<file path="src/rtl/clock_ctrl_pkg.sv">
// clock_ctrl_pkg: shared mode/key constants for the SAP-1 clock controller
package clock_ctrl_pkg;
  localparam logic [1:0] MODE_MANUAL = 2'd0;
  localparam logic [1:0] MODE_AUTO   = 2'd1;
  localparam logic [1:0] MODE_FAST   = 2'd2;
  localparam int KEY_STEP = 0;
  localparam int KEY_SLOW = 1;
  localparam int KEY_FAST = 2;
  localparam int KEY_CLR  = 3;
  function automatic logic [1:0] norm_mode(input logic [1:0] m);
    return (m == 2'd3) ? MODE_MANUAL : m;
  endfunction
endpackage

</file>
<file path="src/rtl/key_debouncer.sv">
// key_debouncer: 2-flop synchroniser, stable-sample debouncer and press-edge pulse for one active-low key
module key_debouncer #(
  parameter int DEBOUNCE_CYCLES = 1_000_000
) (
  input  logic clk,
  input  logic clr,
  input  logic key_n_i,
  output logic pressed_o,
  output logic press_o
);
  localparam int CW = $clog2(DEBOUNCE_CYCLES + 1);
  logic [1:0]    sync_q;
  logic [CW-1:0] cnt_q;
  logic          level_q;
  logic          press_q;
  // level flips only after DEBOUNCE_CYCLES consecutive samples disagreeing with it
  always_ff @(posedge clk or negedge clr)
    if (!clr) begin
      sync_q  <= 2'b11;
      cnt_q   <= '0;
      level_q <= 1'b1;
      press_q <= 1'b0;
    end else begin
      sync_q  <= {sync_q[0], key_n_i};
      press_q <= 1'b0;
      if (sync_q[1] == level_q) cnt_q <= '0;
      else if (cnt_q == CW'(DEBOUNCE_CYCLES - 1)) begin
        cnt_q   <= '0;
        level_q <= sync_q[1];
        press_q <= ~sync_q[1];
      end else cnt_q <= cnt_q + CW'(1);
    end
  assign pressed_o = ~level_q;
  assign press_o   = press_q;
endmodule

</file>
<file path="src/rtl/clock_controller.sv">
// clock_controller: SAP-1 clock-enable, speed, halt and clear controller
module clock_controller import clock_ctrl_pkg::*; #(
  parameter  int CLK_HZ          = 50_000_000,
  parameter  int BASE_TICK_HZ    = 10,
  parameter  int NUM_SPEEDS      = 4,
  parameter  int DEBOUNCE_CYCLES = 1_000_000,
  localparam int SPD_W           = (NUM_SPEEDS > 1) ? $clog2(NUM_SPEEDS) : 1
) (
  input  logic             clk,
  input  logic             clr,
  input  logic [1:0]       mode,
  input  logic             ie_n,
  input  logic [3:0]       key_n,
  input  logic             halt,
  output logic             clk_en,
  output logic             clk_level,
  output logic             clr_out,
  output logic [SPD_W-1:0] speed,
  output logic             halted
);
  localparam int TICK_DIV = CLK_HZ / BASE_TICK_HZ;
  localparam int PW       = $clog2(TICK_DIV + 1);
  logic [3:0]       pressed, press;
  logic [1:0]       mode_n, mode_q, mode_d;
  logic [PW-1:0]    presc_q, presc_d;
  logic [SPD_W-1:0] per_q, per_d, speed_q, speed_d;
  logic             halted_q, halted_d, en_q, en_d, lvl_q, lvl_d, clr_out_q, clr_out_d;
  logic             chg, clear, idle, tick, fire, up, dn, want;
  logic             unused_keys;
  for (genvar k = 0; k < 4; k++) begin : g_key
    key_debouncer #(.DEBOUNCE_CYCLES(DEBOUNCE_CYCLES)) u_db (
      .clk      (clk),
      .clr      (clr),
      .key_n_i  (key_n[k] | ie_n),
      .pressed_o(pressed[k]),
      .press_o  (press[k])
    );
  end
  assign unused_keys = ^{press[KEY_CLR], pressed[KEY_FAST:KEY_STEP]};
  // next state: clear dominates, then mode change restarts the auto counters, halt gates clk_en
  always_comb begin
    mode_n    = norm_mode(mode);
    mode_d    = mode_n;
    chg       = mode_n != mode_q;
    clear     = pressed[KEY_CLR];
    idle      = mode_n != MODE_AUTO || chg || clear;
    tick      = presc_q == PW'(TICK_DIV - 1);
    fire      = tick && per_q >= speed_q;
    presc_d   = (idle || tick) ? '0 : presc_q + PW'(1);
    per_d     = (idle || fire) ? '0 : tick ? per_q + SPD_W'(1) : per_q;
    up        = press[KEY_SLOW] && !press[KEY_FAST] && speed_q != SPD_W'(NUM_SPEEDS - 1);
    dn        = press[KEY_FAST] && !press[KEY_SLOW] && speed_q != '0;
    speed_d   = clear ? '0 : up ? speed_q + SPD_W'(1) : dn ? speed_q - SPD_W'(1) : speed_q;
    halted_d  = !clear && (halted_q || halt);
    want      = (mode_n == MODE_FAST) ? 1'b1 : (mode_n == MODE_AUTO) ? fire : press[KEY_STEP];
    en_d      = want && !chg && !clear && !halted_q && !halt;
    lvl_d     = !clear && (lvl_q ^ en_d);
    clr_out_d = !clear;
  end
  // state and output registers
  always_ff @(posedge clk or negedge clr)
    if (!clr) begin
      mode_q    <= MODE_MANUAL;
      presc_q   <= '0;
      per_q     <= '0;
      speed_q   <= '0;
      halted_q  <= 1'b0;
      en_q      <= 1'b0;
      lvl_q     <= 1'b0;
      clr_out_q <= 1'b0;
    end else begin
      mode_q    <= mode_d;
      presc_q   <= presc_d;
      per_q     <= per_d;
      speed_q   <= speed_d;
      halted_q  <= halted_d;
      en_q      <= en_d;
      lvl_q     <= lvl_d;
      clr_out_q <= clr_out_d;
    end
  assign clk_en    = en_q;
  assign clk_level = lvl_q;
  assign clr_out   = clr_out_q;
  assign speed     = speed_q;
  assign halted    = halted_q;
endmodule
</file>
<file path="config.mk">
export PLATFORM = sky130hd
export DESIGN_NAME = clock_controller
export DESIGN_NICKNAME = d
export VERILOG_FILES = /design/src/rtl/clock_ctrl_pkg.sv /design/src/rtl/key_debouncer.sv /design/src/rtl/clock_controller.sv
export SDC_FILE = /design/constraint.sdc
export NUM_CORES = 1
export LEC_CHECK = 0
export ABC_AREA = 1
export CAP_MARGIN = 10
export CORE_ASPECT_RATIO = 0.9
export CORE_MARGIN = 5
export CORE_UTILIZATION = 60
export CTS_CLUSTER_SIZE = 24
export DETAILED_ROUTE_END_ITERATION = 6
export PLACE_DENSITY = 0.78
export SYNTH_ARGS = -nofsm -noshare
export SYNTH_HDL_FRONTEND = slang
export SYNTH_SLANG_ARGS = --single-unit
</file>
<file path="constraint.sdc">
create_clock -name clk -period 4 [get_ports clk]
set_input_delay 0.8 -clock clk [delete_from_list [all_inputs] [get_ports clk]]
set_output_delay 0.8 -clock clk [all_outputs]
set_load 0.01 [all_outputs]
</file>
==> flow_summary_export.csv, run 1 <==
group,metric,value,unit
final_layout,multi_input_area,0.003025,sq mm
pwr,power_density,415.0,mW/mm^2
final_layout,nFillCells,816,
drt,ant_nets,0,
final_layout,final_area,0.007610,sq mm
logic_synthesis,synth_mux_area_share,0,%
logic_synthesis,syn_area,0.006684,sq mm
final_layout,synthToLayoutAreaGrowth,13.85,%
drt,dr.pass1.iters,6,
drt,route.detailed.drc,0,
global_route,grt_overflow,0,
cts,cts_setup_buffers,0,
critical_path,cp_top_family,"buffers and inverters",
critical_path,critPathLaunchType,"input pin",
timing,tns,0,ns
drt,drtIter0Drc,445,
critical_path,critPathRequiredTime,4.35,ns
cts,ctsHoldBuffers,0,
critical_path,r2r_setup_slack,1.83,ns
drt,routed_wl,13.92,mm
pwr,vdd_drop_max,0.3584,mV
worst_hold_path,min_from,"g_key[3].u_db.sync_q[0]$_DFF_PN1_",
critical_path,slowest_delay,0.51,ns
final_layout,fin_nets,876,
logic_synthesis,synthSimpleGateAreaFrac,33.02,%
global_route,grt_usage,22.76,%
logic_synthesis,avgSynthCellArea,8.072,sq um
logic_synthesis,synth-xor-area-share,6.571,%
global_route,grt_pass1_wl,23.99,mm
cts,htree_levels,4,
logic_synthesis,synthDistinctLibCells,42,
final_layout,drive_gt1_share,9.633,%
worst_hold_path,min_path_type,"flip-flop to flip-flop",
floorplan,die_h,110.1,um
critical_path,cp_max_fo,20,
flow_run,maxCapViolCount,0,
timing,setup_viol,0,
critical_path,critical_path_arrival,2.60,ns
cts,cts_tree,"yes",
timing,tightest_slew,0.8944,ns
outcome,status,"complete, no violations",
logic_synthesis,syn_nets,845,
timing,finalCriticalPeriod,2.259,ns
worst_hold_path,holdPathStages,0,
logic_synthesis,synth_top_family_by_area,"simple AND/OR/NAND/NOR gates",
logic_synthesis,synthCells,828,
cts,clockRootBuffer,"clkbuf_16",
critical_path,worstReg2RegEnd,"presc_q[13]$_DFF_PN0_",
final_layout,ff_latch_area,0.003218,sq mm
cts,cts.sink_count,128,
critical_path,worstSetupPathType,"input pin to flip-flop",
critical_path,crit_chain,"clkdlybuf4s50_1 > nand4_1 > nor2_1 > nand2_1 > inv_1 > o21ai_0 > a21oi_1",
timing,relSlewSlack,40.37,%
global_route,antenna_found_initial,0,
drt,via_per_inst,5.479,
placed_design,place_ws,1.338,ns
final_layout,n_antenna_cell,0,
timing,fin_ws,1.741,ns
timing,finalCritPeriodShare,56.48,%
timing,rsz0062_at_grt,"false",
global_route,grt_pass1_vias,5456,
cts,cts.repair.resized,0,
logic_synthesis,seq_area_frac_synth,48.15,%
logic_synthesis,synth-seq-cells,128,
critical_path,ff2ff_path_depth,8,
logic_synthesis,synth_compound_area_share,4.362,%
drt,num_vias,5610,
cts,cts_inserted_buffers,17,
floorplan,start_util,61.57,%
critical_path,critPathBufInv,2,
critical_path,slowest_stage,"clkdlybuf4s50_1",
worst_hold_path,holdPathEnd,"g_key[3].u_db.sync_q[1]$_DFF_PN1_",
timing,hold_viol,0,
timing,maxSlewViolCount,0,
placed_design,place_congestion,0.9017,
critical_path,r2r_start,"presc_q[0]$_DFF_PN0_",
cts,clkLatencyLatePin,0.42,ns
placed_design,dp.final_hpwl,9.750,mm
final_layout,final_core_util,70.10,%
cts,cts_max_path_buffers,2,
logic_synthesis,ys_warn_count,0,
logic_synthesis,synth_adder_area_share,1.310,%
critical_path,cp-end-kind,"flip-flop",
timing,clock.fmax,0.4426,GHz
placed_design,numPortBuffers,15,
floorplan,die_w,121.3,um
drt,avgRoutedWirePerCell,13.60,um
placed_design,placed_area,0.007014,sq mm
floorplan,pin_count,16,
floorplan,dieArea,0.01335,sq mm
floorplan,coreArea,0.01086,sq mm
cts,cts.clk_slew.worst_paths,0.06,ns
floorplan,rows,36,
pwr,p_leak,3.355,nW
timing,skew,0.009275,ns
timing,hold_ws,0.3527,ns
global_route,grt_max_degree,73,
[kinds of logic after synthesis]
family | Yosys count
simple gates | 480
buf+inv | 114
xor+xnor | 48
fa+ha+maj | 7
flops | 128
compound gates | 51
[worst register-to-register path, cell delays in order (launching register included)]
cell and delay [ns]:
dfrtp_1 0.41, ha_1 0.23, nand3_2 0.15, nor2_1 0.19, nand3_1 0.10, nand2_1 0.52, inv_1 0.26, o21ai_1 0.15
nor2_1 0.05
[layer usage]
| layer | track usage (%) | share of wire [%] | vias to the layer above |
|---|---|---|---|
| met3 | 6.020 | 5.3 | 29 |
| li1 | - | - | 2728 |
| met1 | 28.12 | 45 | 2674 |
| met4 | 10.96 | 2.2 | 0 |
| met5 | 0 | 0 | - |
| met2 | 37.60 | 48 | 179 |
[flip-flops by register name, indices dropped and copies added (netlist names)]
register	cells
mode_q	2
g_key.u_db.level_q	4
clr_out	1
presc_q	23
g_key.u_db.press_o	3
clk_en	1
g_key.u_db.cnt_q	80
halted	1
clk_level	1
per_q	2
speed	2
g_key.u_db.sync_q	8
[cell usage after synthesis, drive strengths merged]
master / count / area, sq um
nor2: 171 / 681.9
o21ai: 14 / 73.82
nand3b: 3 / 22.52
xnor2: 11 / 96.34
clkinv: 1 / 3.750
a41oi: 1 / 8.760
inv: 109 / 409.1
xor2: 37 / 342.8
nand2: 151 / 581.8
a211oi: 1 / 7.510
nor3b: 3 / 27.52
o22ai: 1 / 6.260
nor3: 53 / 316.6
o211a: 1 / 10.01
o21a: 3 / 22.52
ha: 7 / 87.58
dfstp: 12 / 315.3
a21oi: 23 / 118.9
nor4: 4 / 25.02
nand4: 28 / 187.7
nand3: 60 / 320.3
and2: 1 / 6.260
or2: 6 / 37.54
buf: 4 / 27.52
a31oi: 7 / 43.79
dfrtp: 116 / 2903
[layout make-up]
type | instances | area share, %
Tap cell | 152 | 2.499
Inverter | 110 | 5.426
Sequential cell | 128 | 42.29
Timing Repair Buffer | 16 | 2.203
Clock inverter | 7 | 1.447
Multi-Input combinational cell | 586 | 39.76
Clock buffer | 25 | 6.379
[through the flow]
stage               cells  power, mW
floorplan             828      1.560
global placement      992      1.621
detailed placement    992      1.636
CTS                  1024      3.186
global route         1024      3.281
finish               1024      3.158
[how the worst max path moves through the flow]
stage | cells past startpoint | start | end
2_1_floorplan | 7 | mode[1] | presc_q[20]$_DFF_PN0_
3_3_place_gp | 7 | mode[0] | presc_q[2]$_DFF_PN0_
3_5_place_dp | 7 | mode[0] | presc_q[2]$_DFF_PN0_
4_1_cts | 7 | mode[0] | presc_q[3]$_DFF_PN0_
5_1_grt | 7 | mode[0] | presc_q[3]$_DFF_PN0_
6_report | 7 | mode[0] | presc_q[2]$_DFF_PN0_
[power breakdown]
group          leakage, nW  internal, mW  total [mW]  switching [mW]
Clock                0.295          1.02        1.55           0.522
Combinational         1.34        0.0740       0.191           0.117
Sequential            1.72          1.36        1.42          0.0592
[cell usage in the layout (no fill, tap or decap), types with 2 or more instances in the layout]
cell / n
bufinv_16: 3
a21oi_1: 22
nor3b_1: 2
dfrtp_1: 116
dfstp_2: 12
o21ai_1: 2
nand2_1: 145
nand3b_1: 3
clkbuf_8: 3
nand3_1: 56
nor2_2: 7
clkinv_2: 4
nand4_2: 2
a31oi_1: 7
nand2_2: 6
inv_2: 4
nor3_1: 44
inv_1: 105
clkbuf_1: 5
xnor2_1: 11
o21a_1: 3
nor2_1: 161
clkdlybuf4s50_1: 14
clkbuf_16: 17
nor2_4: 3
nor3_2: 8
xor2_1: 36
nand3_2: 4
o21ai_0: 11
nor4_1: 4
nand4_1: 26
ha_1: 7
or2_2: 4
(Power assumes the default switching activity.)
==> inputs of run 2 (changes only) <==
--- a/config.mk
+++ b/config.mk
@@ -9,10 +9,10 @@
 export CAP_MARGIN = 10
 export CORE_ASPECT_RATIO = 0.9
 export CORE_MARGIN = 5
-export CORE_UTILIZATION = 60
+export CORE_UTILIZATION = 56
 export CTS_CLUSTER_SIZE = 24
 export DETAILED_ROUTE_END_ITERATION = 6
-export PLACE_DENSITY = 0.78
+export PLACE_DENSITY = 0.76
 export SYNTH_ARGS = -nofsm -noshare
 export SYNTH_HDL_FRONTEND = slang
 export SYNTH_SLANG_ARGS = --single-unit
==> constraint.sdc (replaced) <==
create_clock -name clk -period 1.85 [get_ports clk]
set_input_delay 0.37 -clock clk [delete_from_list [all_inputs] [get_ports clk]]
set_output_delay 0.37 -clock clk [all_outputs]
set_load 0.01 [all_outputs]
==> run 2 against run 1 <==
  * Die area rose by 6.5%
  * Sequential power up 120%
  * Core utilization down 3.9 points
  * Clock-buffer cell count unchanged
  * Largest cell class unchanged
  * Largest power group unchanged
==> flow_summary_export.csv, run 2 (synthesis results as in run 1) <==
group,metric,value,unit
critical_path,critPathLaunchType,"flip-flop",
global_route,grt_usage,20.82,%
flow_run,maxCapViolCount,0,
timing,relSlewSlack,61.40,%
floorplan,pin_count,16,
timing,clock.fmax,0.5709,GHz
floorplan,start_util,57.75,%
drt,num_vias,5531,
timing,tightest_slew,0.5791,ns
worst_hold_path,min_path_type,"input pin to async pin",
pwr,vdd_drop_max,0.9222,mV
critical_path,slowest_delay,0.55,ns
cts,clkLatencyLatePin,0.42,ns
timing,finalCriticalPeriod,1.752,ns
final_layout,top_register,"g_key.u_db.cnt_q",
placed_design,place_congestion,0.9326,
drt,routed_wl,13.95,mm
critical_path,critPathRequiredTime,1.48,ns
final_layout,n_antenna_cell,0,
cts,cts.sink_count,128,
floorplan,coreArea,0.01157,sq mm
cts,cts_tree,"yes",
final_layout,synthToLayoutAreaGrowth,14.71,%
floorplan,die_h,113.6,um
drt,avgRoutedWirePerCell,13.43,um
critical_path,slowest_stage,"clkdlybuf4s50_1",
timing,hold_ws,0.2916,ns
drt,dr.pass1.iters,6,
cts,cts_max_path_buffers,2,
global_route,antenna_found_initial,0,
timing,hold_viol,0,
drt,via_per_inst,5.323,
floorplan,dieArea,0.01422,sq mm
final_layout,layout_commonest_cell,"nor2_1",
timing,skew,0.01371,ns
placed_design,place_inst,1005,
critical_path,critical_path_arrival,1.38,ns
pwr,p_leak,3.389,nW
critical_path,crit_chain,"clkdlybuf4s50_1",
critical_path,critPathBufInv,1,
final_layout,multi_input_area,0.003028,sq mm
timing,maxSlewViolCount,0,
floorplan,die_w,125.2,um
final_layout,nFillCells,941,
timing,tns,0,ns
timing,rsz0062_at_grt,"false",
drt,route.detailed.drc,0,
final_layout,fin_nets,887,
outcome,status,"complete, no violations",
cts,cts.clk_slew.worst_paths,0.06,ns
drt,ant_nets,0,
final_layout,layout_common_cells,"161 x nor2_1, 145 x nand2_1, 115 x dfrtp_1",
global_route,grt_pass1_wl,24.41,mm
final_layout,ff_latch_area,0.003219,sq mm
critical_path,cp_top_family,"buffers and inverters",
final_layout,top_regs,"g_key.u_db.cnt_q: 80 flops, presc_q: 23 flops, g_key.u_db.sync_q: 8 flops",
critical_path,cp_max_fo,4,
placed_design,placed_area,0.007087,sq mm
cts,cts_inserted_buffers,17,
final_layout,drive_gt1_share,10.99,%
critical_path,worstSetupPathType,"flip-flop to primary output",
floorplan,rows,37,
global_route,grt_max_degree,81,
global_route,grt_overflow,0,
final_layout,largest_register_ffs,80,
timing,setup_viol,0,
cts,clockRootBuffer,"clkbuf_16",
pwr,power_density,863.3,mW/mm^2
global_route,grt_pass1_vias,5384,
placed_design,numPortBuffers,15,
placed_design,dp.final_hpwl,9.727,mm
final_layout,stdcell_count,1039,
critical_path,cp-end-kind,"primary output",
cts,htree_levels,4,
drt,drtIter0Drc,462,
final_layout,final_core_util,66.25,%
final_layout,final_area,0.007667,sq mm
timing,finalCritPeriodShare,94.69,%
==> run 2: final timing paths <==
path / start / end / slack [ns] / cells after the start
setup / recovery: speed[0]$_DFFE_PN0P_ / speed[0] / 0.1 / 1
max in group asynchronous: clr / g_key[0].u_db.cnt_q[6]$_DFF_PN0_ / 0.80 / 3
setup reg to reg: g_key[0].u_db.cnt_q[0]$_DFF_PN0_ / g_key[0].u_db.cnt_q[6]$_DFF_PN0_ / 0.12 / 6
min in group clk: g_key[3].u_db.sync_q[0]$_DFF_PN1_ / g_key[3].u_db.sync_q[1]$_DFF_PN1_ / 0.35 / 0
hold / removal: clr / presc_q[18]$_DFF_PN0_ / 0.29 / 2
hold reg to reg: g_key[3].u_db.sync_q[0]$_DFF_PN1_ / g_key[3].u_db.sync_q[1]$_DFF_PN1_ / 0.35 / 0
==> run 2: layout make-up <==
class	count	share of cell area [%]
clock inverter	7	0.7833
inverter	110	5.385
tap	156	2.546
timing repair buffer	27	3.345
multi-input combinational	586	39.49
clock buffer	25	6.462
sequential	128	41.99
==> run 2: metal layers <==
layer	track usage, %	part of all wire, %	vias to the layer above
li1	-	-	2752
met1	26.59	45	2562
met2	33.86	47	184
met3	6.133	5.8	33
met4	7.876	1.7	0
met5	0	0	-
==> run 2: through the flow <==
step | power [mW] | setup WS (ns)
global placement | 3.519 | 0.08992
floorplan | 3.374 | 0.4042
CTS | 6.693 | 0.004224
global route | 6.916 | 0.001434
finish | 6.619 | 0.09826
detailed placement | 3.544 | 0.04091
==> run 2: report_power, final <==
group	internal, mW	switching (mW)	leakage (nW)
combinational	0.170	0.254	1.39
sequential	2.95	0.136	1.72
clock	1.97	1.14	0.281
==> run 2: timing repair <==
item                                    CTS  global route
hold endpoints to repair                  1             0
gates resized for setup                   0             3
endpoints found under the setup margin    0             3
setup buffers                             0             1
hold buffers                              1             0
